===== config.mk =====
export PLATFORM = sky130hd
export DESIGN_NAME = param_updown_counter
export DESIGN_NICKNAME = d
export VERILOG_FILES = /design/src/rtl/counter_pkg.sv /design/src/rtl/cnt_next_calc.sv /design/src/rtl/param_updown_counter.sv
export SDC_FILE = /design/constraint.sdc
export NUM_CORES = 1
export LEC_CHECK = 0
export BUFFER_PORTS_ARGS = -buffer_cell sky130_fd_sc_hd__clkbuf_2
export CORE_AREA = 3 3 40 42
export CTS_CLUSTER_SIZE = 28
export DETAILED_ROUTE_END_ITERATION = 12
export DIE_AREA = 0 0 43 45
export SLEW_MARGIN = 20
export SYNTH_ARGS = -nofsm -noshare
export SYNTH_HDL_FRONTEND = slang
export SYNTH_SLANG_ARGS = --single-unit

===== constraint.sdc =====
create_clock -name clk -period 3.9 [get_ports clk]
set_clock_uncertainty 0.15 [all_clocks]
set_input_delay 0.39 -clock clk [delete_from_list [all_inputs] [get_ports clk]]
set_output_delay 0.39 -clock clk [all_outputs]
set_load 0.02 [all_outputs]

===== src/rtl/counter_pkg.sv =====
// Shared definitions for the counter family: end-of-range mode and a load clamp
// reused by the timer blocks built on this counter.
package counter_pkg;

    typedef enum logic {
        CNT_WRAP = 1'b0,
        CNT_SAT  = 1'b1
    } cnt_mode_e;

    function automatic int unsigned cnt_clamp(input int unsigned val, input int unsigned max_val);
        return (val > max_val) ? max_val : val;
    endfunction

endpackage


===== src/rtl/cnt_next_calc.sv =====
// Combinational next-state logic for param_updown_counter: resolves
// load > count > hold and the range-end behaviour selected by MODE.
module cnt_next_calc
    import counter_pkg::*;
#(
    parameter int          WIDTH   = 4,
    parameter int unsigned MAX_VAL = 2**WIDTH - 1,
    parameter cnt_mode_e   MODE    = CNT_WRAP
) (
    input  logic [WIDTH-1:0] q,
    input  logic             up,
    input  logic             en,
    input  logic             load,
    input  logic [WIDTH-1:0] load_val,
    output logic [WIDTH-1:0] q_next,
    output logic             wrap_next
);

    localparam logic [WIDTH:0]   MAX_EXT = (WIDTH+1)'(MAX_VAL);
    localparam logic [WIDTH-1:0] MAX_Q   = WIDTH'(MAX_VAL);

    // One extra bit so the top-of-range test and the borrow out of zero
    // never alias with a legal count value.
    logic [WIDTH:0] inc;
    logic [WIDTH:0] dec;

    assign inc = {1'b0, q} + (WIDTH+1)'(1);
    assign dec = {1'b0, q} - (WIDTH+1)'(1);

    always_comb begin
        // NOTE: every output gets a default first so no path leaves a latch.
        q_next    = q;
        wrap_next = 1'b0;
        if (load) begin
            q_next = WIDTH'(cnt_clamp(32'(load_val), MAX_VAL));
        end else if (en) begin
            if (up) begin
                if (inc > MAX_EXT) begin
                    wrap_next = 1'b1;
                    q_next    = (MODE == CNT_SAT) ? MAX_Q : '0;
                end else begin
                    q_next = inc[WIDTH-1:0];
                end
            end else begin
                if (dec[WIDTH]) begin
                    wrap_next = 1'b1;
                    q_next    = (MODE == CNT_SAT) ? '0 : MAX_Q;
                end else begin
                    q_next = dec[WIDTH-1:0];
                end
            end
        end
    end

endmodule


===== src/rtl/param_updown_counter.sv =====
// Parametrised up/down counter with load, wrap/saturate ends, terminal count
// and a registered range-end pulse.
module param_updown_counter
    import counter_pkg::*;
#(
    parameter int          WIDTH   = 4,
    parameter int unsigned MAX_VAL = 2**WIDTH - 1,
    parameter cnt_mode_e   MODE    = CNT_WRAP
) (
    input  logic             clk,
    input  logic             rst,
    input  logic             en,
    input  logic             up,
    input  logic             load,
    input  logic [WIDTH-1:0] load_val,
    output logic [WIDTH-1:0] q,
    output logic [WIDTH-1:0] q_bar,
    output logic             tc,
    output logic             wrap
);

    localparam logic [WIDTH-1:0] MAX_Q = WIDTH'(MAX_VAL);

    logic [WIDTH-1:0] q_next;
    logic             wrap_next;

    cnt_next_calc #(
        .WIDTH   (WIDTH),
        .MAX_VAL (MAX_VAL),
        .MODE    (MODE)
    ) u_next (
        .q         (q),
        .up        (up),
        .en        (en),
        .load      (load),
        .load_val  (load_val),
        .q_next    (q_next),
        .wrap_next (wrap_next)
    );

    always_ff @(posedge clk or negedge rst) begin
        // NOTE: state registers use non-blocking assignments only.
        if (!rst) begin
            q    <= '0;
            wrap <= 1'b0;
        end else begin
            q    <= q_next;
            wrap <= wrap_next;
        end
    end

    assign q_bar = ~q;
    assign tc    = up ? (q == MAX_Q) : (q == '0);

endmodule


### Word-level counts from Yosys, hierarchy flattened

Index checks and enable logic that the tools add are counted.

* output and inout bits: 10
* input bits: 9
* bits in registers: 5
* word-level logic and storage cells: 20

* bitwise logic cells: 1
* reduce and logical (&&, ||, !) cells: 2
* muxes and demuxes: 11
* order comparisons: 1
* add/sub/neg operators: 2
* equal/unequal tests: 1

Operators with widths (number)
* $mux W4: 5
* $mux W1: 6
* $add A4 B1 Y5 const B: 1
* $gt A5 B4 Y1 const B: 1
* $sub A4 B1 Y5 const B: 1
* $eq A4 B4 Y1 const B: 1
* $logic_not A4 Y1: 1
* $not A4 Y4: 1
* $reduce_bool A2 Y1: 1

### Logic depth before layout (Yosys ltp)

* depth in word-level cells: 6
* mapped depth: 6

### By module

From an unflattened synthesis, not the netlist that was laid out.

* cells, all modules: 60
* area total of the unflattened synthesis: 460.4 um^2

By module, submodules not included
* cnt_next_calc: sequential area each 0.0 um^2, times used 1, cells each 48, area an instance 296.5 um^2
* param_updown_counter: sequential area each 125.1 um^2, times used 1, cells each 12, area an instance 163.9 um^2

### Worst setup path after synthesis

No wires, ideal clock.

* path kind: register to register
* from: register q[0]
* to: register q[1]
* setup slack: 1.738 ns
* setup time: 0.082 ns
* buffers on the path: 0
* clock period less this slack: 2.162 ns
* required time: 3.668 ns
* data arrival time: 1.930 ns
* stages on the path, launching flop included: 7
* cells stage by stage: dfrtp_1 -> inv_1 -> ha_1 -> nor3b_2 -> maj3_2 -> a21o_1 -> a31oi_1

* longest elaborated chain between the ends: 6

Ends and longest elaborated chain
* from (decl): RTL line param_updown_counter.sv:16 `output logic [WIDTH-1:0] q,`
* from (signal assigned): RTL line param_updown_counter.sv:47 `q <= q_next;`
* $add A4 B1 Y5: RTL line cnt_next_calc.sv:27 `assign inc = {1'b0, q} + (WIDTH+1)'(1);`
* $gt A5 B4 Y1: RTL line cnt_next_calc.sv:38 `if (inc > MAX_EXT) begin`
* $mux W4: RTL line cnt_next_calc.sv:38
* $mux W4 *: RTL line cnt_next_calc.sv:37 `if (up) begin`
* $mux W4 *: RTL line cnt_next_calc.sv:36 `end else if (en) begin`
* $mux W4 *: RTL line cnt_next_calc.sv:34 `if (load) begin`

Mark *: on every way between the ends. The rest lies on a longest branch, timed or not. The select of a mux whose other input is x is not followed.
A chain may end at the register's enable or synchronous reset.

### Worst setup path after layout

* from: register q[0]
* to: output tc

* longest elaborated chain between the ends: 2

Ends and longest elaborated chain
* $eq A4 B4 Y1 / $logic_not A4 Y1 (equally long branches): RTL line param_updown_counter.sv:53 `assign tc = up ? (q == MAX_Q) : (q == '0);`
* $mux W1 *: RTL line param_updown_counter.sv:53
* to (decl): RTL line param_updown_counter.sv:18 `output logic tc,`

Mark *: on every way between the ends. The rest lies on a longest branch, timed or not.

==> flow_summary.toml <==
[clock_network]
cts_max_level = 1
clk_pin_slew_ns = 0.05
clock-sinks = 5
cts-hold-fix-buffers = 1
cts_tree = "done"
numCtsBuffers = 3
cts_resized = 0
cts_buffer_depth = 2
root_buffer = "clkbuf_4"
post-cts-setup-buffers = 0
insertion_delay_ns = 0.24

[synth]
synthCells = 62
synth_compound_area_share_pct = 24.5
synth_top_family_by_area = "simple AND/OR/NAND/NOR gates"
yosysTopAreaCell = "dfrtp_1"
synth-adder-area-share_pct = 12.7
synth_area_per_cell_um2 = 7.81
ys_seq_elements = 5
syn_nets = 75
syn-cell-area_um2 = 484
synth_xor_area_share_pct = 1.81
yosysTopAreaCellShare_pct = 25.8
synthDistinctLibCells = 27
synth_simple_gate_area_share_pct = 26.4
synth.area.top_cells = "dfrtp_1, ha_1, nor2_1, a21oi_1, buf_4"
ys_warn_count = 0
ys_seq_area_share_pct = 25.8
yosys-mux-area-fraction_pct = 0

[layout]
fill_cells = 136
syn_to_final_growth_pct = 24.3
antenna-diode-count = 0
stdcell_count = 96
drive_gt1_share_pct = 30.9
nets = 95
layout_common_cells = "clkbuf_2, nor2_1, a21oi_1, dfrtp_1"
layout_commonest_cell = "clkbuf_2"

[power]
power.internal_mw = 0.133
powerDensity_nw_per_um2 = 371
pwr-share-seq_pct = 32.5
p_switching_mw = 0.0904
swShare_pct = 40.5
irDropWorstVdd_mv = 0.127
p_comb_share_pct = 40.2
p_clk_share_pct = 27.2
power.leakage_nw = 0.291

[routing]
first_iter_violations = 9
wl_mm = 1.25
post_drt_via_cell_ratio = 5.09
drtPass1Iterations = 4
routedWlPerCell_um = 13.0
ant_nets = 0
drc = 0
vias = 489

[sta]
fmax_mhz = 482
relSlewSlack_pct = 75.1
rsz0062_at_grt = "false"
tns_ns = 0
post-route-min-period_ns = 2.07
finalMaxSlewViolations = 0
setup_viol = 0
worst_pin_slew_ns = 0.373
period_share_pct = 53.2
fin_ws_ns = 1.83
hold_violations = 0

[status]
status = "complete, no violations"

[grt]
grt_pass1_vias = 459
grt_antenna_before_repair = 0
gr-total-overflow = 0
grt_pass1_wl_mm = 2.04
grt_max_degree = 12
grtUsageTotal_pct = 14.3

[worst_setup_path]
cp.arrival_ns = 1.53
crit_required_ns = 3.36
cp-end-kind = "output pin"
worstPathMaxFanout = 8
path_class = "reg -> out"
startpoint_type = "flip-flop"

[worst_hold_path]
min_path_type = "in -> reg"

[floorplanning]
io_pins = 19
start_util_pct = 37.7
rows = 13
core_area_um2 = 1280
fp.dieW_um = 43
fp.dieArea_um2 = 1940
die_h_um = 45

[place]
port-buffer-count = 18
dp.cells = 91
dp_slack_ns = 1.86
hpwlAfterDp_um = 937
place_congestion = 0.838

[run]
cap_viol_max_count = 0
==> kinds of logic (layout without fill, tap and decap cells) <==
logic type / count (synthesis) / count (layout)
AND/OR/NAND/NOR: 25 / 25
adder cells (fa/ha/maj): 5 / 5
buffers and inverters: 8 / 27
XOR/XNOR: 1 / 1
flip-flops: 5 / 5
AO/OA/AOI/OAI: 18 / 18
==> routing by layer <==
metal,vias to the layer above,global-route usage [%],wire (um)
met5,-,0,0
met4,0,8.43,15
met3,2,1.59,77
met2,18,22.8,567
met1,208,18.7,584
li1,261,-,-
==> final cells by class <==
cell class                      count  area, um^2  area share, %
Multi-Input combinational cell     49         317           52.6
Sequential cell                     5         125           20.8
Timing Repair Buffer               19         100           16.6
Clock buffer                        4        26.3           4.37
Tap cell                           15        18.8           3.12
Inverter                            4        15.0           2.49
==> flip-flops by register name, summed over array words and instances (netlist names) <==
name and flops:
q 4, wrap 1
==> worst max-delay path: stages (launching register included) <==
cell and delay (ns):
dfrtp_1 0.49, ha_1 0.31, nand2_1 0.09, o21ai_0 0.19
clkbuf_2 0.20
==> cells in the mapped netlist <==
cell      instances
nor2_1            8
a21o_1            1
inv_2             1
a21oi_1           5
nand2_1           4
o21ai_0           4
o21bai_1          1
a21bo_2           1
a32o_1            1
o311ai_1          1
nor4_1            1
a211oi_1          1
a221o_1           1
a31oi_1           2
nand3b_1          1
nand2b_1          3
xor2_1            1
nand3_1           4
ha_1              4
nor3b_2           1
nor3_1            1
dfrtp_1           5
maj3_2            1
buf_2             1
nand4_1           2
buf_4             3
inv_1             3
==> stage by stage <==
step | instance area, um^2 | hold WS [ns] | total power [mW] | utilization [%]
after floorplan | 484 | -0.0556 | 0.137 | -
after global placement | 566 | 0.0578 | 0.161 | 44.0
after detailed placement | 566 | 0.0660 | 0.162 | 44.0
after CTS | 602 | 0.237 | 0.226 | 46.8
after global routing | 602 | 0.242 | 0.241 | 46.8
final | 602 | 0.230 | 0.223 | 46.8
==> path summary, 6_finish.rpt <==
kind                                  start               end  slack, ns  cells after the start
max                        q[0]$_DFFE_PN0P_                tc       1.83                      4
min                             load_val[2]  q[2]$_DFFE_PN0P_       0.23                      3
max reg2reg                q[0]$_DFFE_PN0P_  q[1]$_DFFE_PN0P_       1.83                      6
min reg2reg                q[3]$_DFFE_PN0P_    wrap$_DFF_PN0_       0.60                      2
max in group asynchronous               rst  q[1]$_DFFE_PN0P_       3.11                      2
min in group asynchronous               rst  q[0]$_DFFE_PN0P_       0.35                      2
==> power by group through the flow <==
stage	logic, mW	registers [mW]	clock network, mW
CTS	0.0904	0.0724	0.0635
floorplan	0.0654	0.0718	0
global placement	0.0888	0.0726	0
detailed placement	0.0888	0.0732	0
global route	0.100	0.0741	0.0668
finish	0.0898	0.0726	0.0608
No activity file was read; power rests on OpenSTA's default activity.
